File: src/rtl/rgb_led_pwm_ctrl_if.sv
// Config port for rgb_led_pwm_ctrl: valid/ready duty writes plus a bad-channel error pulse.
interface rgb_led_pwm_ctrl_if #(
    parameter int CH_W   = 4,
    parameter int DUTY_W = 8
);
    logic              cfg_valid_i;
    logic              cfg_ready_o;
    logic [CH_W-1:0]   cfg_ch_i;
    logic [DUTY_W-1:0] cfg_duty_i;
    logic              cfg_err_o;

    modport master (
        output cfg_valid_i,
        output cfg_ch_i,
        output cfg_duty_i,
        input  cfg_ready_o,
        input  cfg_err_o
    );

    modport slave (
        input  cfg_valid_i,
        input  cfg_ch_i,
        input  cfg_duty_i,
        output cfg_ready_o,
        output cfg_err_o
    );
endinterface

File: src/rtl/rgb_led_pwm_ctrl.sv
// Multi-channel LED PWM with double-buffered duty registers and a run/drain FSM
// so that starts, stops and duty updates all land on period boundaries.
module rgb_led_pwm_ctrl #(
    parameter int NUM_CH  = 12,
    parameter int DUTY_W  = 8,
    parameter int PRESC_W = 16,
    parameter int CH_W    = 4
) (
    input  logic                 clk,
    input  logic                 rst_n,
    input  logic                 run_i,
    input  logic [NUM_CH-1:0]    en_i,
    input  logic [PRESC_W-1:0]   prescale_i,
    rgb_led_pwm_ctrl_if.slave    cfg,
    output logic [NUM_CH-1:0]    pwm_o,
    output logic                 period_start_o,
    output logic                 busy_o
);

    localparam logic [1:0] ST_IDLE  = 2'd0;
    localparam logic [1:0] ST_RUN   = 2'd1;
    localparam logic [1:0] ST_DRAIN = 2'd2;

    localparam logic [DUTY_W-1:0] PHASE_MAX = DUTY_W'((2 ** DUTY_W) - 2);
    localparam logic [CH_W:0]     NUM_CH_L  = (CH_W + 1)'(NUM_CH);

    logic [1:0]         state_p0;
    logic [1:0]         state_nxt;
    logic [DUTY_W-1:0]  phase_p0;
    logic [PRESC_W-1:0] presc_cnt_p0;
    logic [PRESC_W-1:0] presc_p0;
    logic [DUTY_W-1:0]  pending_p0 [NUM_CH];
    logic [DUTY_W-1:0]  active_p0  [NUM_CH];

    logic [NUM_CH-1:0]  pwm_p1;
    logic [NUM_CH-1:0]  pwm_nxt;
    logic               period_start_p1;
    logic               cfg_err_p1;
    logic               cfg_ready_p1;

    logic               tick;
    logic               last_tick;
    logic               commit;
    logic               cfg_accept;
    logic               cfg_ch_bad;

    function automatic logic duty_on(input logic [DUTY_W-1:0] phase,
                                     input logic [DUTY_W-1:0] duty);
        return phase < duty;
    endfunction

    assign tick       = (state_p0 != ST_IDLE) && (presc_cnt_p0 == presc_p0);
    assign last_tick  = tick && (phase_p0 == PHASE_MAX);
    assign cfg_accept = cfg.cfg_valid_i & cfg_ready_p1;
    assign cfg_ch_bad = ({1'b0, cfg.cfg_ch_i} >= NUM_CH_L);

    // A period that ends while run_i is already low has nothing left to drain.
    always_comb begin
        state_nxt = state_p0;
        commit    = 1'b0;
        case (state_p0)
            ST_IDLE: begin
                if (run_i) begin
                    state_nxt = ST_RUN;
                    commit    = 1'b1;
                end
            end
            ST_RUN: begin
                if (!run_i) begin
                    state_nxt = last_tick ? ST_IDLE : ST_DRAIN;
                end else if (last_tick) begin
                    commit = 1'b1;
                end
            end
            ST_DRAIN: begin
                if (run_i) begin
                    state_nxt = ST_RUN;
                    commit    = last_tick;
                end else if (last_tick) begin
                    state_nxt = ST_IDLE;
                end
            end
            default: state_nxt = ST_IDLE;
        endcase
    end

    always_comb begin
        pwm_nxt = '0;
        for (int i = 0; i < NUM_CH; i++) begin
            pwm_nxt[i] = en_i[i] & duty_on(phase_p0, active_p0[i]) & (state_p0 != ST_IDLE);
        end
    end

    // stage p0: FSM, prescaler and phase counters
    always_ff @(posedge clk) begin
        if (!rst_n) begin
            state_p0        <= ST_IDLE;
            phase_p0        <= '0;
            presc_cnt_p0    <= '0;
            presc_p0        <= '0;
            pwm_p1          <= '0;
            period_start_p1 <= 1'b0;
            cfg_err_p1      <= 1'b0;
            cfg_ready_p1    <= 1'b0;
        end else begin
            state_p0        <= state_nxt;
            cfg_ready_p1    <= 1'b1;
            cfg_err_p1      <= cfg_accept & cfg_ch_bad;
            period_start_p1 <= commit;
            pwm_p1          <= pwm_nxt;
            if (commit) begin
                phase_p0     <= '0;
                presc_cnt_p0 <= '0;
                presc_p0     <= prescale_i;
            end else if (state_nxt == ST_IDLE) begin
                phase_p0     <= '0;
                presc_cnt_p0 <= '0;
            end else if (tick) begin
                presc_cnt_p0 <= '0;
                phase_p0     <= (phase_p0 == PHASE_MAX) ? '0 : phase_p0 + 1'b1;
            end else begin
                presc_cnt_p0 <= presc_cnt_p0 + 1'b1;
            end
        end
    end

    // Commit reads pending before this cycle's write lands, so a write in the
    // commit cycle is deferred to the following period.
    always_ff @(posedge clk) begin
        if (!rst_n) begin
            for (int i = 0; i < NUM_CH; i++) begin
                pending_p0[i] <= '0;
                active_p0[i]  <= '0;
            end
        end else begin
            for (int i = 0; i < NUM_CH; i++) begin
                if (cfg_accept && !cfg_ch_bad && (cfg.cfg_ch_i == CH_W'(i))) begin
                    pending_p0[i] <= cfg.cfg_duty_i;
                end
                if (commit) begin
                    active_p0[i] <= pending_p0[i];
                end
            end
        end
    end

    // stage p1: registered outputs
    assign pwm_o           = pwm_p1;
    assign period_start_o  = period_start_p1;
    assign busy_o          = (state_p0 != ST_IDLE);
    assign cfg.cfg_ready_o = cfg_ready_p1;
    assign cfg.cfg_err_o   = cfg_err_p1;

endmodule

File: src/flat_wrapper.sv
// flat-port wrapper written by rule: the top's interface ports become plain ports
module rgb_led_pwm_ctrl_flat 
#(
    parameter int NUM_CH  = 12,
    parameter int DUTY_W  = 8,
    parameter int PRESC_W = 16,
    parameter int CH_W    = 4
)
  (clk, rst_n, run_i, en_i, prescale_i, pwm_o, period_start_o, busy_o, cfg_cfg_valid_i, cfg_cfg_ch_i, cfg_cfg_duty_i, cfg_cfg_ready_o, cfg_cfg_err_o);
  rgb_led_pwm_ctrl_if #(.CH_W(CH_W), .DUTY_W(DUTY_W)) cfg_i ();
  input  logic clk;
  input  logic rst_n;
  input  logic run_i;
  input  logic [NUM_CH-1:0] en_i;
  input  logic [PRESC_W-1:0] prescale_i;
  output logic [NUM_CH-1:0] pwm_o;
  output logic period_start_o;
  output logic busy_o;
  input wire logic [$bits(cfg_i.cfg_valid_i)-1:0] cfg_cfg_valid_i;
  input wire logic [$bits(cfg_i.cfg_ch_i)-1:0] cfg_cfg_ch_i;
  input wire logic [$bits(cfg_i.cfg_duty_i)-1:0] cfg_cfg_duty_i;
  output wire logic [$bits(cfg_i.cfg_ready_o)-1:0] cfg_cfg_ready_o;
  output wire logic [$bits(cfg_i.cfg_err_o)-1:0] cfg_cfg_err_o;
  assign cfg_i.cfg_valid_i = cfg_cfg_valid_i;
  assign cfg_i.cfg_ch_i = cfg_cfg_ch_i;
  assign cfg_i.cfg_duty_i = cfg_cfg_duty_i;
  assign cfg_cfg_ready_o = cfg_i.cfg_ready_o;
  assign cfg_cfg_err_o = cfg_i.cfg_err_o;
  rgb_led_pwm_ctrl #(.NUM_CH(NUM_CH), .DUTY_W(DUTY_W), .PRESC_W(PRESC_W), .CH_W(CH_W)) u_core (.clk(clk), .rst_n(rst_n), .run_i(run_i), .en_i(en_i), .prescale_i(prescale_i), .cfg(cfg_i), .pwm_o(pwm_o), .period_start_o(period_start_o), .busy_o(busy_o));
endmodule
File: config.mk
export PLATFORM = sky130hd
export DESIGN_NAME = rgb_led_pwm_ctrl_flat
export DESIGN_NICKNAME = d
export VERILOG_FILES = /design/src/rtl/rgb_led_pwm_ctrl_if.sv /design/src/rtl/rgb_led_pwm_ctrl.sv /design/src/flat_wrapper.sv
export SDC_FILE = /design/constraint.sdc
export NUM_CORES = 1
export LEC_CHECK = 0
export CORE_MARGIN = 5
export CORE_UTILIZATION = 55
export DETAILED_ROUTE_END_ITERATION = 7
export PLACE_DENSITY = 0.78
export REMOVE_ABC_BUFFERS = 1
export SLEW_MARGIN = 20
export SYNTH_ARGS = -nofsm -noshare
export SYNTH_HDL_FRONTEND = slang
export SYNTH_SLANG_ARGS = --single-unit
File: constraint.sdc
create_clock -name clk -period 22.1 [get_ports clk]
set_input_delay 5.525 -clock clk [delete_from_list [all_inputs] [get_ports clk]]
set_output_delay 5.525 -clock clk [all_outputs]
set_load 0.01 [all_outputs]
=== After elaboration in Yosys (flattened, before gate mapping) ===
Memory sizes are Yosys's and may differ from the RTL's.
Cells that the tools add are included.

* Mux-type cells: 77
* Equality and inequality tests: 15
* $lt $le $gt $ge: 13
* Reductions and logical operators: 22
* Add/sub/neg operators: 2
* Bitwise gates (word level): 51

{| class="wikitable"
|+ Operator list
! operator !! number
|-
| 8-bit 2-to-1 mux || 25
|-
| 8-bit < comparator || 12
|-
| 1-bit 2-to-1 mux || 45
|-
| 1-bit AND || 26
|-
| 1-bit OR || 24
|-
| 16-bit by 1-bit adder with 16-bit output (second input constant) || 1
|-
| 16-bit equality test || 1
|-
| 4-bit by 3-bit equality test with 1-bit output (second input constant) || 4
|-
| 4-bit equality test (second input constant) || 4
|-
| 1-bit logical AND || 15
|-
| 2-bit 2-to-1 mux || 5
|-
| 8-bit by 1-bit adder with 8-bit output (second input constant) || 1
|-
| 4-bit by 2-bit equality test with 1-bit output (second input constant) || 2
|-
| 8-bit equality test (second input constant) || 1
|-
| 2-bit one-hot mux with 3 select lines || 1
|-
| 4-bit by 1-bit equality test with 1-bit output (second input constant) || 1
|-
| 4-bit greater-or-equal comparator (second input constant) || 1
|-
| 2-bit zero test || 2
|-
| 4-bit zero test || 1
|-
| 4-bit OR reduction || 1
|-
| 1-bit one-hot mux with 3 select lines || 1
|-
| 3-bit OR reduction || 1
|-
| 2-bit by 1-bit equality test with 1-bit output (second input constant) || 1
|-
| 2-bit equality test (second input constant) || 1
|-
| 3 further kinds || 3
|}

* Bits in writable memories: 192
* Flip-flop bits (word level): 57
* Output and inout bits: 16
* Input port bits: 44
* Memories kept: 2
* Logic and storage cells: 190

{| class="wikitable"
|+ Memories
! memory !! depth !! bits a word !! rd ports !! clocked after memory_dff !! write ports !! line !! RTL
|-
| u_core.active_p0 || 12 || 8 || 12 || 0 || 12 || rgb_led_pwm_ctrl.sv:33 || <nowiki>logic [DUTY_W-1:0] active_p0 [NUM_CH];</nowiki>
|-
| u_core.pending_p0 || 12 || 8 || 12 || 0 || 12 || rgb_led_pwm_ctrl.sv:32 || <nowiki>logic [DUTY_W-1:0] pending_p0 [NUM_CH];</nowiki>
|}

=== Logic depth before layout (Yosys ltp) ===
Gate-level depths: netlist (run 1).

* Depth after elaboration: 10
* Depth in mapped cells: 9
* Mapped depth without buffers: 8

=== Worst setup path before layout (run 1) ===
Ideal clock, no wire load.

* Path kind: input-to-reg
* From: input run_i
* To: memory u_core.active_p0[0][0], enable pin
* Arrival: 13177 ps
* Required time: 21417 ps
* Library setup time: 683 ps
* Path slack: 8239 ps
* Stages on the path: 4
* Buffers on the path: 1
* Cells stage by stage: clkbuf_1 nand2_1 o41a_4 o21ai_0

{| class="wikitable"
|+ RTL lines
! element !! line !! RTL
|-
| start, declared || flat_wrapper.sv:13 || <nowiki>input logic run_i;</nowiki>
|-
| end, declared || rgb_led_pwm_ctrl.sv:33 ||
|}

==> results of run 1 <==
through the flow:
step,total power [mW],hold slack (ns),instances
final,1.088,0.4718,1354
after global routing,1.135,0.4944,1354
after CTS,1.096,0.4748,1354
after detailed placement,0.6846,0.4613,1306
after global placement,0.6793,0.4591,1306
after floorplan,0.6460,0.4465,970
layout by cell type (no fill, tap or decap), types with 2 or more instances in the layout:
cell type / instances
ha_1: 91
a2111oi_0: 12
buf_4: 2
xor2_1: 22
a21o_1: 48
dfxtp_1: 57
clkinv_1: 5
o21a_1: 12
nor2b_1: 3
nor3_1: 2
o21ai_0: 11
nand4_1: 4
nand2b_1: 13
clkinv_2: 6
clkbuf_1: 5
nor3b_1: 2
nor2_1: 113
and2_1: 99
clkbuf_8: 3
and3_1: 2
edfxtp_1: 192
nor2_8: 2
a21oi_1: 20
mux2i_1: 17
xnor2_1: 8
and4_1: 3
inv_1: 112
clkbuf_16: 26
nor4_1: 4
clkdlybuf4s50_1: 58
or3_1: 3
nand3_1: 27
nand2_1: 76
cell families (layout without fill, tap and decap cells):
logic type / Yosys count / after routing / share of synthesized area [%]
multiplexers: 17 / 17 / 1.458
XOR/XNOR: 30 / 30 / 2.252
flip-flops: 249 / 249 / 59.19
AO/OA/AOI/OAI: 111 / 111 / 6.723
AND/OR/NAND/NOR: 360 / 360 / 15.38
adder cells (fa/ha/maj): 91 / 91 / 9.758
buffers and inverters: 144 / 221 / 5.243
area by class of cell:
cell class,count,area [sq um]
tap,275,344.1
inverter,112,420.4
fill,1611,7707
clock buffer,34,710.7
timing repair buffer,61,600.6
clock inverter,14,103.9
sequential,249,6907
multi-input combinational,609,4161
critical path: stages:
cell             delay, ns
clkdlybuf4s50_1       0.63
nand2_1               0.13
o41a_4                0.55
o21ai_4               0.76
buf_4                 0.78
power groups by stage:
stage | sequential [mW] | clock, mW | combinational [mW]
floorplan | 0.568 | 0 | 0.0781
global placement | 0.563 | 0 | 0.116
detailed placement | 0.565 | 0 | 0.120
CTS | 0.555 | 0.420 | 0.121
global route | 0.558 | 0.441 | 0.135
finish | 0.555 | 0.413 | 0.120
path summary, 6_finish.rpt:
| kind | depth (start not counted) | to | start |
|---|---|---|---|
| max reg2reg | 5 | u_core.active_p0[9][5] | u_core.phase_p0[3] |
| min reg2reg | 2 | u_core.presc_p0[13] | u_core.presc_p0[13] |
| min | 2 | u_core.presc_p0[13] | u_core.presc_p0[13] |
| max | 5 | u_core.active_p0[9][5] | run_i |
registers in the layout, summed over array words and instances, names as in the netlist:
| name | count |
|---|---|
| u_core.active_p0 | 96 |
| u_core.pending_p0 | 96 |
| u_core.presc_cnt_p0 | 16 |
| u_core.presc_p0 | 16 |
| u_core.pwm_o | 12 |
| u_core.phase_p0 | 8 |
| u_core.state_p0 | 2 |
| u_core.cfg.cfg_err_o | 1 |
| u_core.cfg.cfg_ready_o | 1 |
| u_core.period_start_o | 1 |
routing by layer:
metal	GRT usage [%]	part of all wire, %	routed length (microns)
met3	2.968	6.0	1351
met5	0	0	0
met2	32.54	49	10930
met4	5.377	2.7	606
met1	24.80	42	9512
==> out/results.tsv, run 1 <==
stage	metric	value	unit
clocking	Root Buffer	clkbuf_16	
clocking	CTS H-tree depth	1	
clocking	Clock Latency Late Sink	0.53	ns
sta	Max Slew Vio Count	0	
logic_synthesis	sequential share of the synthesized area	59.19	%
power	sequential power share	51.0	%
global_route	grt total ovfl	0	
global_route	pin count of the biggest net entering global routing	82	
logic_synthesis	Mapped Cells	1002	
detailed_routing	Vias/cell	5.296	
sta	RSZ-0062 raised after global routing	false	
clocking	clk buf depth	3	
logic_synthesis	top cells by area, synth	edfxtp_1 49%, dfxtp_1 9.8%, ha_1 9.8%	
flow_run	max_cap viols	0	
floorplan	Core Box Area	20960	sq um
placement	Buffers on Ports	59	
clocking	post_cts resized	0	
worst_setup_path	Worst Setup End Kind	register	
sta	worst rel slew slack	26.13	%
floorplan	die area	24230	sq um
power	sw frac	23.59	%
logic_synthesis	Post-synth EDFFs	192	
floorplan	starting density of the core	55.68	%
logic_synthesis	top_reg_cell synth	edfxtp_1	
worst_setup_path	Worst EP required	22.24	ns
detailed_routing	overall routed net length	22.40	mm
power	pwr/cell area	82.11	nW/um^2
logic_synthesis	Cell Area, Synth	11670	sq um
power	Net Switching	0.2567	mW
power	Clk pwr share	38.0	%
layout	ANT cells	0	
detailed_routing	vias	7171	
floorplan	Die Span X	155.7	microns
sta	Hold Vio Cnt, Final	0	
layout	Area growth syn-to-layout	13.53	%
floorplan	chip height	155.7	microns
worst_setup_path	Reg2Reg Setup Slack	17.77	ns
power	Worst VDD drop	0.04419	mV
clocking	total CTS buffers	26	
detailed_routing	TritonRoute pass-1 iters	5	
layout	Finished Cell Area	13250	sq um
detailed_routing	DR DRC count	0	
worst_setup_path	Worst EP arrival	8.46	ns
sta	min cycle time layout	8.319	ns
detailed_routing	initial drt markers	516	
logic_synthesis	Synth top area share	49.41	%
clocking	Setup Fix Bufs, Post-CTS	0	
power	Leak Pwr	5.724	nW
placement	Setup WS pre-CTS	13.26	ns
sta	Clock Skews	0.01527	ns
global_route	first-pass GRT wire length	35.98	mm
min_path	class of the worst hold path	register to register	
sta	Fmax achieved	0.1202	GHz
logic_synthesis	async set or reset register ratio after synthesis	0	%
logic_synthesis	yosys warns	0	
sta	Tightest Pin Transition	1.106	ns
floorplan	I/O pin cnt	60	
layout	share of cells above drive strength 1	4.449	%
sta	setup violators final	0	
clocking	CTS clock-pin slew for the worst setup and hold paths	0.06	ns
detailed_routing	remaining antenna violation count after routing	0	
worst_setup_path	CP max FO	66	
worst_setup_path	WS Path Type	primary input to register	
logic_synthesis	Synth cell types	44	
global_route	initial antenna violation count	0	
global_route	GRT Util Overall	18.82	%
layout	fin nets	1194	
placement	DPL Wire Length	13.65	mm
logic_synthesis	Seq cells post-synth	249	
sta	setup_tns	0	ns
logic_synthesis	Commonest cells post-synth	192 x edfxtp_1, 113 x nor2_1, 112 x inv_1	
sta	PnR worst setup slack	13.78	ns
clocking	CTS Hold Buffers Added	0	
logic_synthesis	area leader, netlist	edfxtp_1	
clocking	CTS tree	done	
global_route	vias in the first global route	7040	
outcome	outcome	finished clean	
clocking	clock sink count	249	
floorplan	row count	53	
placement	DP Area	12430	sq um
logic_synthesis	Mean Syn Cell Area	11.65	sq um
sta	final period utilization	37.64	%
placement	gpl congestion	0.7681	
layout	Core Util, Final	63.22	%
power	Pint	0.8311	mW
worst_setup_path	Setup crit start kind	primary input	
detailed_routing	routed wire length per instance	16.54	microns
power	Gate power share	11.0	%
logic_synthesis	count leader, synth	edfxtp_1	
Note: power is estimated with default switching activity, not from simulation.
==> inputs of run 2 (changes only) <==
- clock period: 22.1 -> 8.1 ns (I/O delays scaled with it)
==> out/results.tsv, run 2 (synthesis results as in run 1) <==
stage	metric	value	unit
layout	Core Util, Final	63.34	%
detailed_routing	DR DRC count	0	
clocking	clk buf depth	3	
worst_setup_path	Worst EP required	8.25	ns
global_route	vias in the first global route	6879	
global_route	met1 Use GR	24.42	%
clocking	CTS H-tree depth	1	
floorplan	die area	24230	sq um
layout	share of cells above drive strength 1	4.453	%
power	sequential power share	50.4	%
placement	DP Area	12440	sq um
global_route	busiest grt layer	met2	
sta	setup_tns	0	ns
floorplan	Die Span X	155.7	microns
power	sw frac	23.14	%
clocking	total CTS buffers	25	
layout	commonest non-fill, non-tap cell in the layout	edfxtp_1	
worst_setup_path	Worst EP arrival	4.72	ns
clocking	CTS Hold Buffers Added	0	
global_route	global-route met2 utilization	30.78	%
sta	Tightest Pin Transition	1.093	ns
clocking	post_cts resized	0	
layout	Area growth syn-to-layout	13.75	%
clocking	Clock Latency Late Sink	0.52	ns
floorplan	row count	53	
power	Pint	2.308	mW
sta	final period utilization	56.49	%
floorplan	I/O pin cnt	60	
global_route	grt total ovfl	0	
sta	Max Slew Vio Count	0	
global_route	initial antenna violation count	0	
sta	worst hold margin	0.4711	ns
global_route	first-pass GRT wire length	34.98	mm
clocking	CTS clock-pin slew for the worst setup and hold paths	0.06	ns
detailed_routing	remaining antenna violation count after routing	0	
placement	DPL Wire Length	13.61	mm
detailed_routing	initial drt markers	410	
floorplan	Core Box Area	20960	sq um
worst_setup_path	Worst Setup End Kind	register	
placement	Buffers on Ports	59	
detailed_routing	Vias/cell	5.238	
clocking	Root Buffer	clkbuf_16	
sta	min cycle time layout	4.576	ns
layout	ANT cells	0	
sta	Clock Skews	0.01553	ns
global_route	pin count of the biggest net entering global routing	82	
detailed_routing	overall routed net length	22.02	mm
detailed_routing	TritonRoute pass-1 iters	5	
detailed_routing	routed wire length per instance	16.28	microns
power	Gate power share	10.9	%
clocking	CTS tree	done	
clocking	Setup Fix Bufs, Post-CTS	0	
sta	worst rel slew slack	27.00	%
sta	RSZ-0062 raised after global routing	false	
power	Net Switching	0.6949	mW
placement	gpl congestion	0.8075	
floorplan	starting density of the core	55.68	%
sta	setup violators final	0	
sta	Hold Vio Cnt, Final	0	
clocking	clock sink count	249	
power	Clk pwr share	38.8	%
outcome	outcome	finished clean	
layout	Finished Cell Area	13270	sq um
flow_run	max_cap viols	0	
layout	fin nets	1194	
worst_setup_path	CP max FO	43	
global_route	met3 Use GR	2.552	%
worst_setup_path	WS Path Type	primary input to register	
floorplan	chip height	155.7	microns
power	Worst VDD drop	0.1573	mV
layout	largest registers	u_core.active_p0 x96, u_core.pending_p0 x96	
sta	Fmax achieved	0.2185	GHz
worst_setup_path	Setup crit start kind	primary input	
global_route	GRT Util Overall	18.40	%
layout	commonest cells after routing, fill and taps aside	192 x edfxtp_1, 113 x nor2_1, 112 x inv_1	
power	pwr/cell area	226.3	nW/um^2
power	Pwr Total	3.003	mW
min_path	class of the worst hold path	register to register	
detailed_routing	vias	7087	
power	Leak Pwr	5.723	nW
[run 2: power by group through the flow]
stage                     sequential [mW]  clock (mW)  combinational [mW]
after floorplan                      1.55           0               0.213
after CTS                            1.51        1.18               0.331
after global placement               1.54           0               0.317
after detailed placement             1.54           0               0.327
final                                1.51        1.16               0.326
after global routing                 1.52        1.24               0.369
[run 2: worst paths after layout]
path	end	cells past startpoint	from	slack, ns
worst max-delay path	u_core.active_p0[10][1]	5	run_i	3.52
worst min-delay path	u_core.presc_p0[14]	2	u_core.presc_p0[14]	0.47
worst max register to register	u_core.active_p0[10][1]	5	u_core.phase_p0[4]	4.07
worst min register to register	u_core.presc_p0[14]	2	u_core.presc_p0[14]	0.47
[run 2: per-stage QoR]
step,std cells,setup WS [ns]
floorplan,970,-1.958
global placement,1307,3.027
detailed placement,1307,2.996
CTS,1353,3.535
global route,1353,3.339
finish,1353,3.524
[run 2: routing by layer]
layer	share of wire, %	up-vias	wire (microns)
met5	0	-	0
met4	3.8	0	835
met3	6.4	62	1402
met2	48	196	10620
met1	42	3307	9163
li1	-	3522	-
[run 2: layout make-up]
class / count / area (sq um)
Sequential cell: 249 / 6907
Tap cell: 275 / 344.1
Clock buffer: 26 / 629.4
Timing Repair Buffer: 62 / 608.1
Clock inverter: 20 / 202.7
Multi-Input combinational cell: 609 / 4161
Fill cell: 1580 / 7682
Inverter: 112 / 420.4
[run 2: critical path: stages]
cell,delay [ns]
clkdlybuf4s50_1,0.63
nand2_1,0.15
o41a_4,0.56
o21ai_4,0.74
buf_4,0.59
